### src/rtl/proto_path_lookup.sv
// rtl/proto_path_lookup.sv - runtime-programmable protobuf message-path resolver
//
// Tracks the embedded-message path of the decoder as a stack of field
// identifiers and resolves (current path, field id) to a node index plus the
// metadata of the matching field. The dependency (path) table and node (field
// metadata) table are registers loaded over the cfg_* port.
//
// Ports:
//   clk, rst_n                     clock, asynchronous active-low reset
//   cfg_dep_we/idx/data            write one dependency entry (sets its valid bit)
//   cfg_node_we/idx/data           write one node entry (slot 0 in the LSBs)
//   cmd_valid/ready/op/id          command: 00 PUSH, 01 POP, 10 LOOKUP, 11 CLEAR
//   rsp_valid/ready                LOOKUP result handshake
//   rsp_hit/err/node_idx/meta      LOOKUP result (err: 00 OK, 01 NO_NODE, 10 NO_FIELD, 11 BAD_ID)
//   err_o, err_code                stack fault pulse and sticky code (01 OVERFLOW, 10 UNDERFLOW, 11 BAD_ID)
//   path_depth                     current stack depth
//
// Metadata layout: {repeated, required, byte_offset[7:0], embedded, data_type[2:0], identifier}

module proto_path_lookup #(
  parameter int NUM_MSG_HIERARCHY  = 3,
  parameter int NUM_MSGS           = 3,
  parameter int MAX_FIELDS_PER_MSG = 4,
  parameter int IDENTIFIER_SIZE    = 4,
  localparam int META_W  = IDENTIFIER_SIZE + 14,
  localparam int IDX_W   = (NUM_MSGS > 1) ? $clog2(NUM_MSGS) : 1,
  localparam int DEP_W   = NUM_MSG_HIERARCHY * IDENTIFIER_SIZE,
  localparam int DEPTH_W = $clog2(NUM_MSG_HIERARCHY + 1),
  localparam int NODE_W  = MAX_FIELDS_PER_MSG * META_W
) (
  input  logic                       clk,
  input  logic                       rst_n,
  input  logic                       cfg_dep_we,
  input  logic [IDX_W-1:0]           cfg_dep_idx,
  input  logic [DEP_W-1:0]           cfg_dep_data,
  input  logic                       cfg_node_we,
  input  logic [IDX_W-1:0]           cfg_node_idx,
  input  logic [NODE_W-1:0]          cfg_node_data,
  input  logic                       cmd_valid,
  output logic                       cmd_ready,
  input  logic [1:0]                 cmd_op,
  input  logic [IDENTIFIER_SIZE-1:0] cmd_id,
  output logic                       rsp_valid,
  input  logic                       rsp_ready,
  output logic                       rsp_hit,
  output logic [1:0]                 rsp_err,
  output logic [IDX_W-1:0]           rsp_node_idx,
  output logic [META_W-1:0]          rsp_meta,
  output logic                       err_o,
  output logic [1:0]                 err_code,
  output logic [DEPTH_W-1:0]         path_depth
);

  typedef enum logic [1:0] {
    S_IDLE  = 2'd0,
    S_SCAN  = 2'd1,
    S_FIELD = 2'd2,
    S_RESP  = 2'd3
  } state_t;

  localparam logic [1:0] OP_PUSH   = 2'b00;
  localparam logic [1:0] OP_POP    = 2'b01;
  localparam logic [1:0] OP_LOOKUP = 2'b10;

  localparam logic [1:0] RSP_OK       = 2'b00;
  localparam logic [1:0] RSP_NO_NODE  = 2'b01;
  localparam logic [1:0] RSP_NO_FIELD = 2'b10;
  localparam logic [1:0] RSP_BAD_ID   = 2'b11;

  localparam logic [1:0] ERR_OVERFLOW  = 2'b01;
  localparam logic [1:0] ERR_UNDERFLOW = 2'b10;
  localparam logic [1:0] ERR_BAD_ID    = 2'b11;

  state_t state_q, state_nxt;

  logic [DEP_W-1:0]           dep_tab  [NUM_MSGS];
  logic [NUM_MSGS-1:0]        dep_valid;
  logic [NODE_W-1:0]          node_tab [NUM_MSGS];
  logic [DEP_W-1:0]           path_q;
  logic [DEPTH_W-1:0]         depth_q;
  logic [IDX_W-1:0]           scan_idx;
  logic [IDX_W-1:0]           match_idx;
  logic [IDENTIFIER_SIZE-1:0] id_q;

  logic                       cmd_fire;
  logic [DEP_W-1:0]           scan_dep;
  logic                       scan_vld;
  logic                       scan_hit;
  logic                       last_entry;
  logic [NODE_W-1:0]          node_row;
  logic                       field_hit;
  logic [META_W-1:0]          field_meta;

  // cmd_ready is registered so that it reads 0 while reset is applied; it
  // follows the next state, so it is high exactly while the FSM sits in IDLE.
  assign cmd_fire   = cmd_valid && cmd_ready;
  assign path_depth = depth_q;

  // Dependency entry under scan (loop mux keeps the index in range).
  always_comb begin
    scan_dep = '0;
    scan_vld = 1'b0;
    for (int k = 0; k < NUM_MSGS; k++) begin
      if (scan_idx == IDX_W'(k)) begin
        scan_dep = dep_tab[k];
        scan_vld = dep_valid[k];
      end
    end
  end

  assign scan_hit   = scan_vld && (scan_dep == path_q);
  assign last_entry = (scan_idx == IDX_W'(NUM_MSGS - 1));

  // Field match on the selected node. Walking slots from the top down lets
  // the lowest matching slot overwrite the others. Empty slots carry id 0 and
  // never match because a zero id never reaches FIELD.
  always_comb begin
    node_row   = '0;
    field_hit  = 1'b0;
    field_meta = '0;
    for (int k = 0; k < NUM_MSGS; k++) begin
      if (match_idx == IDX_W'(k)) node_row = node_tab[k];
    end
    for (int s = MAX_FIELDS_PER_MSG - 1; s >= 0; s--) begin
      if (node_row[s*META_W +: IDENTIFIER_SIZE] == id_q) begin
        field_hit  = 1'b1;
        field_meta = node_row[s*META_W +: META_W];
      end
    end
  end

  always_ff @(posedge clk or negedge rst_n) begin
    if (!rst_n) state_q <= S_IDLE;
    else        state_q <= state_nxt;
  end

  always_comb begin
    state_nxt = state_q;
    case (state_q)
      S_IDLE: begin
        if (cmd_fire && cmd_op == OP_LOOKUP) begin
          state_nxt = (cmd_id == '0) ? S_RESP : S_SCAN;
        end
      end
      S_SCAN: begin
        if (scan_hit)        state_nxt = S_FIELD;
        else if (last_entry) state_nxt = S_RESP;
      end
      S_FIELD: state_nxt = S_RESP;
      S_RESP:  if (rsp_ready) state_nxt = S_IDLE;
      default: state_nxt = S_IDLE;
    endcase
  end

  always_ff @(posedge clk or negedge rst_n) begin
    if (!rst_n) begin
      cmd_ready    <= 1'b0;
      rsp_valid    <= 1'b0;
      rsp_hit      <= 1'b0;
      rsp_err      <= '0;
      rsp_node_idx <= '0;
      rsp_meta     <= '0;
      err_o        <= 1'b0;
      err_code     <= '0;
      path_q       <= '0;
      depth_q      <= '0;
      scan_idx     <= '0;
      match_idx    <= '0;
      id_q         <= '0;
      dep_valid    <= '0;
      for (int k = 0; k < NUM_MSGS; k++) begin
        dep_tab[k]  <= '0;
        node_tab[k] <= '0;
      end
    end else begin
      err_o     <= 1'b0;
      cmd_ready <= (state_nxt == S_IDLE);

      // Configuration writes; out-of-range indices are dropped.
      for (int k = 0; k < NUM_MSGS; k++) begin
        if (cfg_dep_we && cfg_dep_idx == IDX_W'(k)) begin
          dep_tab[k]   <= cfg_dep_data;
          dep_valid[k] <= 1'b1;
        end
        if (cfg_node_we && cfg_node_idx == IDX_W'(k)) begin
          node_tab[k] <= cfg_node_data;
        end
      end

      if (cmd_fire) begin
        case (cmd_op)
          OP_PUSH: begin
            if (cmd_id == '0) begin
              err_o    <= 1'b1;
              err_code <= ERR_BAD_ID;
            end else if (depth_q >= DEPTH_W'(NUM_MSG_HIERARCHY)) begin
              err_o    <= 1'b1;
              err_code <= ERR_OVERFLOW;
            end else begin
              for (int l = 0; l < NUM_MSG_HIERARCHY; l++) begin
                if (depth_q == DEPTH_W'(l)) path_q[l*IDENTIFIER_SIZE +: IDENTIFIER_SIZE] <= cmd_id;
              end
              depth_q <= depth_q + 1'b1;
            end
          end
          OP_POP: begin
            if (depth_q == '0) begin
              err_o    <= 1'b1;
              err_code <= ERR_UNDERFLOW;
            end else begin
              // Popped level is zeroed so the path keeps comparing against
              // tables whose unused levels are zero.
              for (int l = 0; l < NUM_MSG_HIERARCHY; l++) begin
                if (depth_q == DEPTH_W'(l + 1)) path_q[l*IDENTIFIER_SIZE +: IDENTIFIER_SIZE] <= '0;
              end
              depth_q <= depth_q - 1'b1;
            end
          end
          OP_LOOKUP: begin
            id_q     <= cmd_id;
            scan_idx <= '0;
            if (cmd_id == '0) begin
              rsp_valid    <= 1'b1;
              rsp_hit      <= 1'b0;
              rsp_err      <= RSP_BAD_ID;
              rsp_node_idx <= '0;
              rsp_meta     <= '0;
            end
          end
          default: begin
            path_q  <= '0;
            depth_q <= '0;
          end
        endcase
      end

      case (state_q)
        S_SCAN: begin
          if (scan_hit) begin
            match_idx <= scan_idx;
          end else if (last_entry) begin
            rsp_valid    <= 1'b1;
            rsp_hit      <= 1'b0;
            rsp_err      <= RSP_NO_NODE;
            rsp_node_idx <= '0;
            rsp_meta     <= '0;
          end else begin
            scan_idx <= scan_idx + 1'b1;
          end
        end
        S_FIELD: begin
          rsp_valid    <= 1'b1;
          rsp_hit      <= field_hit;
          rsp_err      <= field_hit ? RSP_OK : RSP_NO_FIELD;
          rsp_node_idx <= match_idx;
          rsp_meta     <= field_hit ? field_meta : '0;
        end
        S_RESP: begin
          if (rsp_ready) rsp_valid <= 1'b0;
        end
        default: ;
      endcase
    end
  end

endmodule

### config.mk
export PLATFORM = sky130hd
export DESIGN_NAME = proto_path_lookup
export DESIGN_NICKNAME = d
export VERILOG_FILES = /design/src/rtl/proto_path_lookup.sv
export SDC_FILE = /design/constraint.sdc
export NUM_CORES = 1
export LEC_CHECK = 0
export CAP_MARGIN = 20
export CORE_MARGIN = 5
export CORE_UTILIZATION = 45
export DETAILED_ROUTE_END_ITERATION = 10
export GPL_TIMING_DRIVEN = 0
export SETUP_SLACK_MARGIN = 0.02
export SLEW_MARGIN = 5
export SYNTH_ARGS = -nofsm -noshare
export SYNTH_HDL_FRONTEND = slang
export SYNTH_SLANG_ARGS = --single-unit
### constraint.sdc
create_clock -name clk -period 5.94 [get_ports clk]
set_input_delay 1.188 -clock clk [delete_from_list [all_inputs] [get_ports clk]]
set_output_delay 1.188 -clock clk [all_outputs]
set_load 0.01 [all_outputs]
==> run summary, run 1 <==
DRC Markers: 0
DRT iter0 DRCs: 496
Die area: 35700 µm²
Most common cell after layout, fill and taps aside: dfrtp_1
Post-synthesis sequential area ratio: 0.534
Register area: 7680 µm²
Top cells by area, synth: dfrtp_1 (53%), mux2_2 (21%), mux2i_1 (6.0%)
Layout cells sized above 1: 0.277
Total number of vias: 9556
Mapped cell area: 14400 µm²
Final setup vio count: 0
Register bit total from synthesis: 307
Final Instance Count excl. Fillers: 1704
Cells after DPL: 1646
EDFF count, synth: 0
CTS Buf Count: 35
Synthesis-to-layout area growth: 20.9%
Final hold vios: 0
Synth Instances: 1114
Crit path time final: 3170 ps
CTS tree: built
Post-synth top area cell: dfrtp_1
PwrDens: 430 nW/µm²
Hold-fix buffers, CTS: 0
Num rows: 65
N_diodes: 0
P_leak: 6.94 nW
GRT Resource Usage Total: 0.205
Die Span Y: 189 µm
Initial antenna violation count: 1
Post-route ant nets: 0
Post-route setup TNS: 0 ps
Fmax: 0.316 GHz
Fraction of registers with async set/reset: 1.00
WP data required: 6320 ps
RSZ-0062 raised after global routing: no
Synth top area share: 0.534
I/O pins: 130
WL/cell: 21.3 µm
Clk sink count: 307
Slew @ Worst Pin: 872 ps
Final net count: 1389
DR vias/cell: 5.61
TritonRoute pass-1 iters: 5
Vias in the first global route: 9987
Crit end category: register
Max-cap viol count: 0
Yosys warning count: 0
Grt ovf: 0
Clk slew on worst S/H paths: 60 ps
Slew headroom: 0.419
Pins over their slew limit: 0
Most frequent cells in the layout: dfrtp_1 (307), mux2_2 (263), clkdlybuf4s50_1 (126), mux2i_1 (86), nand2_1 (74)
Post-CTS Setup Bufs: 0
CP arrival: 3550 ps
Htree depth: 2
Initial core utilization: 0.456
Final core occ: 0.552
Post-CTS sizing: 0
Outcome: complete, no violations
Avg Inst Size Synth: 12.9 µm²
Clock skew: 14.9 ps
Distinct cells, synth: 51
Min-Delay Path Class: register to register
Final worst slack: 2770 ps
Multi-input logic area: 6300 µm²
Insertion delay to the later sink of the worst-skew pair: 510 ps
Main synth FF type: dfrtp_1
Clock buffer depth: 3
Fin crit share: 0.533
Largest net degree at the start of global routing: 92
CP Max Fanout: 10
Syn Nets: 1222
Worst setup SP type: input port
Die X-Extent: 189 µm
Detailed placement HPWL: 26300 µm
VDD IR max: 193 µV
Core box area: 31600 µm²
Setup WS pre-CTS: 2240 ps
First-pass GRT wire length: 58000 µm
Fillers: 2731
GPL Wtd Cong: 0.849
Critical path class: input port to register
Final WL: 36300 µm
Clock root buffer: clkbuf_16
Buffers on Ports: 127
## critical path, stage by stage
cell and delay, ps:
clkdlybuf4s50_1 500, nand3b_1 110, clkbuf_1 590, clkbuf_1 720
mux2_2 410
## synth_stat cells (all sizes together) (9+ instances only)
cell,count
mux2i,86
o21ai,74
nand3b,30
o2111ai,14
clkbuf,51
nor2,13
xnor2,21
o2bb2ai,21
mux2,271
buf,29
a221oi,17
nand2,74
dfrtp,307
o211ai,14
inv,9
## layout make-up
type	count	area share
flip-flops and latches	307	0.441
multi-input cells	718	0.362
repair buffers	130	0.0780
clock buffers	47	0.0588
well taps	402	0.0289
plain buffers	80	0.0220
clock inverters	11	0.00747
inverters	9	0.00194
## path summary, 6_finish.rpt
kind	from	to	slack (ps)	cells after the start
max in group asynchronous	rst_n	node_tab[50]$_DFFE_PN0P_	4140	3
min in group asynchronous	rst_n	node_tab[92]$_DFFE_PN0P_	600	1
hold / removal	dep_valid[1]$_DFFE_PN0P_	dep_valid[1]$_DFFE_PN0P_	470	1
setup / recovery	cfg_node_idx[1]	node_tab[110]$_DFFE_PN0P_	2770	5
hold reg to reg	dep_valid[1]$_DFFE_PN0P_	dep_valid[1]$_DFFE_PN0P_	470	1
setup reg to reg	match_idx[1]$_DFFE_PN0P_	rsp_meta[12]$_DFF_PN0_	2790	10
## cells by family after synthesis
kind of cell	count (synthesis)	synth area share
multiplexers	357	0.272
flip-flops	307	0.534
AO/OA/AOI/OAI	170	0.0850
AND/OR/NAND/NOR	154	0.0561
buffers and inverters	89	0.0289
XOR/XNOR	29	0.0176
adder cells (fa/ha/maj)	8	0.00695
## stage by stage
stage / hold WS [ps] / power (mW) / cell area (µm²)
after floorplan: 434 / 4.47 / 14400
after detailed placement: 458 / 5.35 / 16300
after global placement: 452 / 5.31 / 16200
after global routing: 481 / 7.90 / 17400
final: 470 / 7.48 / 17400
after CTS: 471 / 7.55 / 17400
## metal layers
layer  GRT usage  wire (µm)  vias up
li1            -          -     4404
met1       0.295      17200     4894
met2       0.329      16800      209
met3      0.0361       1650       47
met4      0.0443        631        2
met5           0         13        -
## power breakdown
part	switching [mW]	internal (mW)	total, mW
clock network	0.837	1.33	2.17
registers	0.256	2.54	2.80
logic	1.40	1.11	2.52
## flip-flops by register name (all words and copies together) (netlist names)
| register | flops |
|---|---|
| cmd_ready | 1 |
| dep_valid | 3 |
| rsp_meta | 18 |
| path_q | 12 |
| rsp_hit | 1 |
| dep_tab | 36 |
| match_idx | 2 |
| rsp_err | 2 |
| path_depth | 2 |
| node_tab | 216 |
| id_q | 4 |
| scan_idx | 2 |
| err_code | 2 |
| state_q | 2 |
| rsp_valid | 1 |
| err_o | 1 |
| rsp_node_idx | 2 |
(Power assumes the default switching activity.)
==> inputs of run 2 (changes only) <==
PLACE_DENSITY = 0.67   (was not set)
clock period = 2.68 ns   (was 5.94 ns; I/O delays follow)
==> run 2 against run 1 <==
Compared with the run above:
- flip-flop and latch count stayed put
- the flow now finishes with violations (hold timing)
- final cell count increased by 0.82%
- combinational power grew 130%
- sequential power is 120% higher
- critical endpoint is now rsp_meta[15]$_DFF_PN0_
- clock skew rose by 5.5 ps
- routed wire length is 0.72% lower
==> run summary, run 2 (synthesized netlist as in run 1, its figures left out) <==
Outcome: finished with violations
Failing checks: hold timing
GPL Wtd Cong: 0.876
Max reg flops: 216
CTS tree: built
Layout cells sized above 1: 0.294
Die area: 35700 µm²
Setup WS pre-CTS: -316 ps
Max stage delay cell, worst path: a221oi_1
Final Instance Count excl. Fillers: 1718
WL/cell: 21.0 µm
Final worst slack: 63.4 ps
Pins over their slew limit: 0
Final setup vio count: 0
CTS Buf Count: 34
Post-route ant nets: 0
Fin crit share: 0.976
CP arrival: 3010 ps
Total number of vias: 9655
Biggest register: node_tab
WP data required: 3070 ps
Hold_ws: -11.1 ps
Crit path time final: 2620 ps
Clk sink count: 307
Die X-Extent: 189 µm
P_leak: 7.01 nW
Num rows: 65
Htree depth: 2
Initial core utilization: 0.456
CP Max Fanout: 10
N_diodes: 0
Final WL: 36000 µm
Synthesis-to-layout area growth: 21.9%
Worst setup SP type: register
Max-cap viol count: 0
Fmax: 0.382 GHz
Grt ovf: 0
Detailed placement HPWL: 26200 µm
Die Span Y: 189 µm
Clock buffer depth: 3
Insertion delay to the later sink of the worst-skew pair: 510 ps
PwrDens: 949 nW/µm²
Slew @ Worst Pin: 890 ps
Most frequent cells in the layout: dfrtp_1 (307), mux2_2 (263), clkdlybuf4s50_1 (126), mux2i_1 (85), nand2_1 (74)
Hold-fix buffers, CTS: 0
Min-Delay Path Class: input port to async pin
Top flop regs: node_tab: 216 flops, dep_tab: 36 flops, rsp_meta: 18 flops
Final net count: 1398
Most common cell after layout, fill and taps aside: dfrtp_1
Core box area: 31600 µm²
VDD IR max: 605 µV
Crit end category: register
GRT Resource Usage Total: 0.202
Final hold vios: 6
Clock skew: 20.4 ps
Slew headroom: 0.407
I/O pins: 130
Clock root buffer: clkbuf_16
Largest net degree at the start of global routing: 86
RSZ-0062 raised after global routing: yes
DR vias/cell: 5.62
Cells after DPL: 1646
Critical path class: register to register
Buffers on Ports: 127
Initial antenna violation count: 0
DRT iter0 DRCs: 543
Vias in the first global route: 10130
Crit path largest cell delay: 420 ps
DRC Markers: 0
Worst path cell trace: buf_6 -> buf_12 -> mux2i_1 -> o21ai_2 -> xor2_1 -> nor4_2 -> nor2_2 -> buf_2 -> a221oi_1 -> o2bb2ai_1
TritonRoute pass-1 iters: 5
Clk slew on worst S/H paths: 60 ps
First-pass GRT wire length: 57200 µm
-- run 2: cell types whose count changed in the layout (fill, tap and decap cells not counted), moves of 3 or more --
cell,change
clkbuf_4,+4
clkbuf_1,-4
clkbuf_2,+6
buf_2,-4
clkbuf_16,-3
a221oi_2,+3
buf_4,+11
clkinv_2,-3
a221oi_1,-3
-- run 2: critical path: cells and delay by family, from the launching register on --
| family | cells | cell delay [ps] |
|---|---|---|
| AO/OA/AOI/OAI | 3 | 630 |
| buffers and inverters | 3 | 570 |
| AND/OR/NAND/NOR | 2 | 560 |
| flip-flops | 1 | 340 |
| multiplexers | 1 | 240 |
| XOR/XNOR | 1 | 160 |
-- run 2: area by class of cell --
cell class | instances | area, µm²
Multi-Input combinational cell | 718 | 6350
Sequential cell | 307 | 7680
Tap cell | 402 | 503
Fill cell | 2657 | 14000
Inverter | 9 | 33.8
Clock buffer | 49 | 987
Clock inverter | 13 | 143
Timing Repair Buffer | 140 | 1430
Buffer | 80 | 418
-- run 2: path summary, 6_finish.rpt --
kind,startpoint,endpoint,slack (ps),cells after the start
max in group asynchronous,rst_n,node_tab[48]$_DFFE_PN0P_,1470,3
min in group clk,cmd_op[1],path_depth[1]$_DFFE_PN0P_,440,2
hold reg to reg,dep_valid[0]$_DFFE_PN0P_,dep_valid[0]$_DFFE_PN0P_,470,1
setup / recovery,match_idx[0]$_DFFE_PN0P_,rsp_meta[15]$_DFF_PN0_,60,10
setup reg to reg,match_idx[0]$_DFFE_PN0P_,rsp_meta[15]$_DFF_PN0_,60,10
hold / removal,rst_n,node_tab[92]$_DFFE_PN0P_,-10,1
-- run 2: power by group --
group / total [mW] / switching, mW / internal (mW)
Sequential: 6.21 / 0.575 / 5.63
Combinational: 5.78 / 3.18 / 2.60
Clock: 4.67 / 1.89 / 2.78
-- run 2: timing repair --
item | CTS | global route
pin swaps | 2 | 6
setup buffers | 3 | 7
endpoints found under the setup margin | 18 | 22
resized for setup | 7 | 24
-- run 2: through the flow --
stage                     TNS (ps)  power (mW)  cell area (µm²)  utilization  hold WS, ps
after global placement    -3795340        11.7            16200        0.512          450
after global routing         -3.14        17.6            17500        0.556         34.3
after floorplan                  0        9.91            14400            -          240
after detailed placement    -37180        11.9            16300        0.515          452
final                            0        16.7            17500        0.556        -11.1
after CTS                        0        16.7            17400        0.553         7.44
-- run 2: routing by layer --
metal,vias up,GRT usage,wire length [µm]
li1,4407,-,-
met1,4949,0.280,16200
met2,235,0.331,17300
met3,64,0.0310,1570
met4,0,0.0586,998
met5,-,0,0
==> inputs of run 3 (changes only) <==
REMOVE_ABC_BUFFERS = 1   (was not set)
==> run 3 against run 2 <==
Compared with the run above:
- worst hold slack improved by 490 ps
- first-iteration DRC count fell by 13%
- count of clock-buffer cells in the layout fell by 2
- highest routed layer is now met5
- final cell count fell by 1.6%
- the flow now finishes without violations
- sequential share of layout area fell by 1.3 points
- register-to-register slack got worse by 20 ps
- non-clock buffer count fell by 25
- critical endpoint is now rsp_meta[3]$_DFF_PN0_
- core utilization rose by 1.8 points
- largest power group unchanged
- largest cell class unchanged
- routed wire length fell by 2.1%
==> run summary, run 3 (synthesized netlist as in run 1, its figures left out) <==
Synthesis-to-layout area growth: 25.9%
Core box area: 31600 µm²
Crit path time final: 2640 ps
Most common cell after layout, fill and taps aside: dfrtp_1
Initial antenna violation count: 1
GPL Wtd Cong: 0.794
R2R Setup Slk: 40 ps
DR vias/cell: 5.62
Worst setup SP type: register
WP data required: 3050 ps
DRC Markers: 0
P_leak: 7.25 nW
Critical path class: register to register
Min-Delay Path Class: register to register
Vias in the first global route: 9889
Final net count: 1374
Htree depth: 2
CTS tree: built
I/O pins: 130
Worst path cell trace: buf_8 -> buf_12 -> mux2i_2 -> o21ai_2 -> xnor2_2 -> and4_1 -> o41a_4 -> buf_4 -> o221ai_1 -> o2bb2ai_1
Layout cells sized above 1: 0.334
Die Span Y: 189 µm
Max stage delay cell, worst path: dfrtp_4
Slew @ Worst Pin: 814 ps
Post-route setup TNS: 0 ps
N_diodes: 0
Largest net degree at the start of global routing: 109
Crit path largest cell delay: 550 ps
TritonRoute pass-1 iters: 4
Clk slew on worst S/H paths: 60 ps
Clock buffer depth: 3
Hold_ws: 474 ps
Total number of vias: 9501
CTS Buf Count: 34
Slew headroom: 0.455
Final hold vios: 0
Fmax: 0.379 GHz
Detailed placement HPWL: 22500 µm
Pins over their slew limit: 0
WL/cell: 20.9 µm
VDD IR max: 719 µV
Pwr Total: 17.4 mW
Initial core utilization: 0.456
PwrDens: 960 nW/µm²
Die X-Extent: 189 µm
Num rows: 65
Top Family by Delay on Critical Path: compound AO/OA/AOI/OAI gates
Fillers: 2558
WP buf/inv: 3
Max-cap viol count: 0
Post-route ant nets: 0
Fin crit share: 0.984
RSZ-0062 raised after global routing: yes
Grt ovf: 0
Final core occ: 0.574
Final WL: 35300 µm
GRT Resource Usage Total: 0.195
Die area: 35700 µm²
CP arrival: 3010 ps
Clock skew: 18.4 ps
CP Max Fanout: 8
Max reg flops: 216
Crit end category: register
Clk sink count: 307
Most frequent cells in the layout: dfrtp_1 (303), mux2_2 (263), clkdlybuf4s50_1 (128), mux2i_1 (83), nand2_1 (74)
DRT iter0 DRCs: 473
Clock root buffer: clkbuf_16
Top flop regs: node_tab: 216 flops, dep_tab: 36 flops, rsp_meta: 18 flops
Outcome: complete, no violations
Buffers on Ports: 129
Final setup vio count: 0
Insertion delay to the later sink of the worst-skew pair: 500 ps
Biggest register: node_tab
First-pass GRT wire length: 56300 µm
## run 3: cell count changes in the layout (fill, tap and decap cells not counted), sizes merged, moves of 2 or more
cell,before,now
buf,40,65
inv,11,9
clkbuf,103,47
clkdlybuf4s50,126,128
## run 3: final timing paths
check                      cells after the start                      from                   endpoint
min in group asynchronous                      2                     rst_n  node_tab[122]$_DFFE_PN0P_
hold / removal                                 1  dep_valid[2]$_DFFE_PN0P_   dep_valid[2]$_DFFE_PN0P_
setup reg to reg                              10  match_idx[0]$_DFFE_PN0P_      rsp_meta[3]$_DFF_PN0_
hold reg to reg                                1  dep_valid[2]$_DFFE_PN0P_   dep_valid[2]$_DFFE_PN0P_
max in group asynchronous                      4                     rst_n   node_tab[91]$_DFFE_PN0P_
setup / recovery                              10  match_idx[0]$_DFFE_PN0P_      rsp_meta[3]$_DFF_PN0_
## run 3: per-stage QoR
step	instances	instance area, µm²	setup slack (ps)
after global placement	1565	15800	-12340
after CTS	1672	17800	23.2
after floorplan	1034	14000	-3930
after detailed placement	1601	16500	-1650
after global routing	1690	18100	-19.8
final	1690	18100	43.0
## run 3: worst register-to-register path: cells and delay by family, from the launching register on
family / cells / cell delay (ps)
compound gates: 4 / 950
xor+xnor: 1 / 110
buf+inv: 3 / 510
flops: 1 / 550
mux: 1 / 160
simple gates: 1 / 230
## run 3: report_power, final
group          switching (mW)  internal, mW  total, mW
registers               0.746          5.65       6.39
logic                    3.20          3.11       6.30
clock network            1.84          2.87       4.71
## run 3: repair_timing
item	CTS	global route
gates cloned	2	1
buffers inserted	10	17
resized for setup	16	25
hold buffers	1	0
pin swaps	5	6
hold endpoints to repair	32	0
setup endpoints to repair	31	26
## run 3: per-layer routing
metal / share of wire / global-route usage
met1: 0.46 / 0.274
met5: 0.00057 / 0
met4: 0.016 / 0.0493
met2: 0.48 / 0.322
met3: 0.043 / 0.0306
## run 3: area by class of cell
type	count	area (µm²)	share of cell area
Inverter	9	33.8	0.00186
Tap cell	402	503	0.0278
Sequential cell	307	7700	0.425
Clock inverter	11	144	0.00794
Clock buffer	47	990	0.0546
Multi-Input combinational cell	719	6490	0.358
Timing Repair Buffer	195	2270	0.125
